$ cat config.mk
export PLATFORM = sky130hd
export DESIGN_NAME = melody_player
export DESIGN_NICKNAME = d
export VERILOG_FILES = /design/src/rtl/melody_player.sv
export SDC_FILE = /design/constraint.sdc
export NUM_CORES = 1
export LEC_CHECK = 0
export CAP_MARGIN = 15
export CORE_MARGIN = 3
export CORE_UTILIZATION = 40
export DETAILED_ROUTE_END_ITERATION = 7
export GPL_TIMING_DRIVEN = 0
export PLACE_DENSITY = 0.56
export SYNTH_ARGS = -nofsm -noshare
export SYNTH_HDL_FRONTEND = slang
export SYNTH_SLANG_ARGS = --single-unit
$ cat constraint.sdc
create_clock -name clk_50MHz -period 3.9 [get_ports clk_50MHz]
set_input_delay 0.975 -clock clk_50MHz [delete_from_list [all_inputs] [get_ports clk_50MHz]]
set_output_delay 0.975 -clock clk_50MHz [all_outputs]
set_load 0.02 [all_outputs]
$ cat src/rtl/melody_player.sv
// Table-driven melody sequencer: fetches {half_period, dur_ms} words from a synchronous
// note memory and plays them as a square wave on speaker, with rests, end marker, loop and stop.
module melody_player #(
  parameter int unsigned CLK_FREQ = 50_000_000,
  parameter int unsigned ADDR_W   = 6,
  parameter int unsigned HP_W     = 20,
  parameter int unsigned DUR_W    = 12,
  parameter int unsigned GAP_MS   = 100
) (
  input  logic                   clk_50MHz,
  input  logic                   rst_n,
  input  logic                   play,
  input  logic                   stop,
  input  logic                   loop,
  output logic [ADDR_W-1:0]      note_addr,
  output logic                   note_rd,
  input  logic [HP_W+DUR_W-1:0]  note_data,
  output logic                   speaker,
  output logic                   busy,
  output logic                   done
);

  localparam int unsigned TICKS_PER_MS = CLK_FREQ / 1000;
  localparam int unsigned PS_W         = (TICKS_PER_MS > 1) ? $clog2(TICKS_PER_MS) : 1;
  localparam int unsigned GAP_LAST     = (GAP_MS > 0) ? GAP_MS - 1 : 0;

  localparam logic [2:0] S_IDLE  = 3'd0;
  localparam logic [2:0] S_FETCH = 3'd1;
  localparam logic [2:0] S_LOAD  = 3'd2;
  localparam logic [2:0] S_NOTE  = 3'd3;
  localparam logic [2:0] S_GAP   = 3'd4;

  logic [2:0]        state, state_nxt;
  logic [ADDR_W-1:0] addr_nxt;
  logic              spk_nxt, done_nxt;
  logic [PS_W-1:0]   ps, ps_nxt;
  logic [DUR_W-1:0]  ms, ms_nxt, ms_inc;
  logic [HP_W-1:0]   tc, tc_nxt;
  logic [HP_W-1:0]   hp_q, hp_nxt;
  logic [DUR_W-1:0]  dur_q, dur_nxt;
  logic              loop_q, loop_nxt;
  logic              advance;
  logic              tick, note_end, gap_end;
  logic [HP_W-1:0]   data_hp;
  logic [DUR_W-1:0]  data_dur;

  // play synchroniser; armed only once the synced level has been seen low after reset,
  // so a button held through reset release does not count as a start
  logic [2:0] sync;
  logic       sync_d;
  logic [1:0] fill;
  logic       armed;
  logic       start;

  always_ff @(posedge clk_50MHz or negedge rst_n) begin
    if (!rst_n) begin
      sync   <= '0;
      sync_d <= 1'b0;
      fill   <= '0;
      armed  <= 1'b0;
    end else begin
      sync   <= {sync[1:0], play};
      sync_d <= sync[2];
      if (fill != 2'd3)
        fill <= fill + 2'd1;
      if (fill == 2'd3 && !sync[2])
        armed <= 1'b1;
    end
  end

  assign start = armed & sync[2] & ~sync_d;

  assign data_hp  = note_data[HP_W+DUR_W-1 -: HP_W];
  assign data_dur = note_data[DUR_W-1:0];

  assign tick     = (ps == PS_W'(TICKS_PER_MS - 1));
  assign ms_inc   = (ms == '1) ? ms : ms + DUR_W'(1);
  assign note_end = tick && (ms == dur_q - DUR_W'(1));
  assign gap_end  = tick && (ms == DUR_W'(GAP_LAST));

  // state register
  always_ff @(posedge clk_50MHz or negedge rst_n) begin
    if (!rst_n)
      state <= S_IDLE;
    else
      state <= state_nxt;
  end

  // next-state, next-output and counter update
  always_comb begin
    state_nxt = state;
    addr_nxt  = note_addr;
    spk_nxt   = 1'b0;
    done_nxt  = 1'b0;
    ps_nxt    = ps;
    ms_nxt    = ms;
    tc_nxt    = tc;
    hp_nxt    = hp_q;
    dur_nxt   = dur_q;
    loop_nxt  = loop_q;
    advance   = 1'b0;

    case (state)
      S_IDLE: begin
        if (start) begin
          state_nxt = S_FETCH;
          addr_nxt  = '0;
        end
      end
      S_FETCH: state_nxt = S_LOAD;
      S_LOAD: begin
        hp_nxt   = data_hp;
        dur_nxt  = data_dur;
        loop_nxt = loop;
        if (data_dur == '0) begin
          if (loop) begin
            addr_nxt  = '0;
            state_nxt = S_FETCH;
          end else begin
            done_nxt  = 1'b1;
            state_nxt = S_IDLE;
          end
        end else begin
          state_nxt = S_NOTE;
          ps_nxt    = '0;
          ms_nxt    = '0;
          tc_nxt    = '0;
        end
      end
      S_NOTE: begin
        ps_nxt = tick ? '0 : ps + PS_W'(1);
        ms_nxt = tick ? ms_inc : ms;
        if (note_end) begin
          if (GAP_MS != 0) begin
            state_nxt = S_GAP;
            ps_nxt    = '0;
            ms_nxt    = '0;
          end else begin
            advance = 1'b1;
          end
        end else if (hp_q != '0) begin
          spk_nxt = speaker;
          if (tc >= hp_q - HP_W'(1)) begin
            tc_nxt  = '0;
            spk_nxt = ~speaker;
          end else begin
            tc_nxt = tc + HP_W'(1);
          end
        end
      end
      S_GAP: begin
        ps_nxt = tick ? '0 : ps + PS_W'(1);
        ms_nxt = tick ? ms_inc : ms;
        if (gap_end)
          advance = 1'b1;
      end
      default: state_nxt = S_IDLE;
    endcase

    // last address without an end marker behaves like one
    if (advance) begin
      if (note_addr == '1) begin
        if (loop_q) begin
          addr_nxt  = '0;
          state_nxt = S_FETCH;
        end else begin
          done_nxt  = 1'b1;
          state_nxt = S_IDLE;
        end
      end else begin
        addr_nxt  = note_addr + ADDR_W'(1);
        state_nxt = S_FETCH;
      end
    end

    if (stop) begin
      state_nxt = S_IDLE;
      addr_nxt  = note_addr;
      spk_nxt   = 1'b0;
      done_nxt  = 1'b0;
    end
  end

  // registered outputs and datapath
  always_ff @(posedge clk_50MHz or negedge rst_n) begin
    if (!rst_n) begin
      note_addr <= '0;
      note_rd   <= 1'b0;
      speaker   <= 1'b0;
      busy      <= 1'b0;
      done      <= 1'b0;
      ps        <= '0;
      ms        <= '0;
      tc        <= '0;
      hp_q      <= '0;
      dur_q     <= '0;
      loop_q    <= 1'b0;
    end else begin
      note_addr <= addr_nxt;
      note_rd   <= (state_nxt == S_FETCH);
      speaker   <= spk_nxt;
      busy      <= (state_nxt != S_IDLE);
      done      <= done_nxt;
      ps        <= ps_nxt;
      ms        <= ms_nxt;
      tc        <= tc_nxt;
      hp_q      <= hp_nxt;
      dur_q     <= dur_nxt;
      loop_q    <= loop_nxt;
    end
  end

endmodule

==> results.toml <==
[timing]
setup-violations-final = 0
rsz0062_at_grt = "no"
tns_ns = 0
worstMarginPinSlew_ns = 0.923
final.setup_skew_ns = 0.00972
hold_viol = 0
slew_headroom_pct = 37.9
period_share_pct = 93.2
final_max_slew_viol_count = 0
fmax_ghz = 0.275
period_minus_slack_ns = 3.63

[yosys]
yosysWarnings = 0
synth_edf_count = 0
synth_top_area_share_pct = 40.3
synth_top_cell_by_area = "dfrtp_1"
yosysSeqAreaShare_pct = 40.3
synth_ff_type = "dfrtp_1"
ys_async_sr_fraction_pct = 100
syn_inst = 674
synthTopCellsByArea = "dfrtp_1 (40%), ha_1 (5.6%), mux2_2 (5.2%)"
synthMostInstantiatedCell = "dfrtp_1"
ys_ff_latch = 101
syn_avg_cell_area_um2 = 9.31
syn-num-nets = 739
synth_cell_types = 66
syn_area_um2 = 6270
synth.cells.most_frequent = "dfrtp_1 (101), nand3_1 (53), nor2_1 (50)"

[placed_design]
portBuffers = 46
dpl.hpwl_um = 12100
routabilityCongestion = 0.846
dp.cells = 932
postPlaceCellArea_um2 = 7020

[global_routing]
track_usage_pct = 19.0
grt_overflow = 0
grt_max_degree = 53
met2_usage_pct = 28.9
gr-usage-met1_pct = 27.7
busiest_layer = "met2"
grt_pass1_wl_um = 26800
use_met3_pct = 4.13
grt_pass1_vias = 5168
grt_antenna_before_repair = 0

[outcome]
status = "finished clean"

[floorplanning]
start_util_pct = 41.1
rows = 45
fp.dieW_um = 131
dieArea_um2 = 17200
core_um2 = 15300
ioPinCount = 47
dieHeight_um = 131

[drt]
drtPass1Iterations = 7
drtAntennaViolNets = 0
wire_per_inst_um = 17.4
drt_wl_total_um = 16500
drc = 0
num_vias = 5380
drt_iter0_drc = 427
routed_via_density = 5.68

[power]
max-vdd-ir-drop_v = 0.000222
power.leakage_nw = 2.91
p_per_area_nw_per_um2 = 447

[critical_path]
critical_path_arrival_ns = 3.89
cp-end-kind = "flip-flop"
crit_type = "reg2reg"
path_max_fanout = 10
crit_path_start_kind = "flip-flop"
required_ns = 4.16

[final_layout]
stdcell_count = 947
num_antenna_cells = 0
fin_nets = 797
fin_area_um2 = 7420
seq_area_um2 = 2530
multi_input_area_um2 = 3560
num-fill-cells = 1419
drive_gt1_share_pct = 11.0
utilization_pct = 48.6
syn_to_final_growth_pct = 18.2

[clock_tree]
cts.sinks = 101
insertion_delay_ns = 0.35
clk_pin_slew_worst_paths_ns = 0.07
htreeDepth = 3
clk_path_buf_depth = 2
cts_tree = "built"
cts_made_buffers = 9
ctsRootBufferMaster = "clkbuf_16"
post_cts_buffers = 0

[run]
maxCapViolations = 0

[hold_path]
hold_path.class = "reg2reg"
[where the power goes]
part,internal [W],switching [W]
registers,0.00121,0.000256
clock network,0.000531,0.000396
logic,0.000465,0.000459
total,0.00221,0.00111
[cell usage in the layout (no fill, tap or decap), types with 10 or more instances in the layout]
cell type and n:
a21o_1 10, clkbuf_1 17, xor2_1 18, a21oi_1 17, dfrtp_1 101, nor2_1 50
inv_1 30, o211ai_1 14, o21ai_0 18, clkdlybuf4s50_1 45, ha_1 28, nand4_1 17
a31oi_1 20, nand3_1 52, nor4_1 22, mux2_2 29, nand2_1 46, xnor2_1 31
nor3_1 23
[registers in the layout, summed over array words and instances (netlist names)]
signal / cells
hp_q: 20
tc: 20
ps: 16
dur_q: 12
ms: 12
note_addr: 6
state: 3
sync: 3
fill: 2
armed: 1
busy: 1
done: 1
loop_q: 1
note_rd: 1
speaker: 1
sync_d: 1
[cells by family after synthesis]
| family | count (synthesis) | synth area share, % |
|---|---|---|
| compound gates | 120 | 13.4 |
| xor+xnor | 49 | 6.84 |
| fa+ha+maj | 28 | 5.58 |
| buf+inv | 61 | 4.21 |
| flops | 101 | 40.3 |
| mux | 31 | 5.52 |
| simple gates | 284 | 24.2 |
[critical path, stage by stage, from the launching register on]
cell,delay [ns]
dfrtp_1,0.44
or4_1,0.57
or3_4,0.39
nor4_4,0.19
nor2b_1,0.20
xnor2_1,0.18
ha_1,0.30
o2111ai_1,0.12
o21ai_0,0.20
a211oi_2,0.25
clkbuf_4,0.24
clkbuf_4,0.23
nand3_1,0.10
o211ai_1,0.13
[path summary, 6_finish.rpt]
| kind | slack (ns) | depth (start not counted) | to | from |
|---|---|---|---|---|
| worst max-delay path | 0.27 | 13 | tc[15] | hp_q[11] |
| worst min-delay path | 0.35 | 0 | sync[2] | sync[1] |
| worst max register to register | 0.27 | 13 | tc[15] | hp_q[11] |
| worst min register to register | 0.35 | 0 | sync[2] | sync[1] |
| max in group asynchronous | 2.56 | 2 | hp_q[3] | rst_n |
| min in group asynchronous | 0.65 | 1 | hp_q[18] | rst_n |
[layer usage]
layer / part of all wire, % / routed length [um]
met5: 0 / 0
met4: 1.1 / 174
met3: 4.3 / 706
met2: 46 / 7620
met1: 48 / 7960
[cell type report]
class | instances | share of cell area (%)
inverters | 30 | 1.52
well taps | 211 | 3.56
clock inverters | 3 | 0.590
flip-flops and latches | 101 | 34.1
multi-input cells | 512 | 48.0
clock buffers | 12 | 3.46
plain buffers | 31 | 2.21
repair buffers | 47 | 6.55
[timing repair]
item,in CTS,in global routing
hold buffers,0,0
pin swaps,0,1
endpoints found under the setup margin,20,20
gates resized for setup,7,16
[stage by stage]
step | total power (W) | hold slack (ns) | setup slack, ns
finish | 0.00332 | 0.351 | 0.266
global route | 0.00353 | 0.359 | 0.0106
CTS | 0.00332 | 0.353 | 0.0192
detailed placement | 0.00236 | 0.336 | -0.552
global placement | 0.00232 | 0.337 | -2.13
floorplan | 0.00206 | 0.331 | 0.372
No activity file was read; power rests on OpenSTA's default activity.
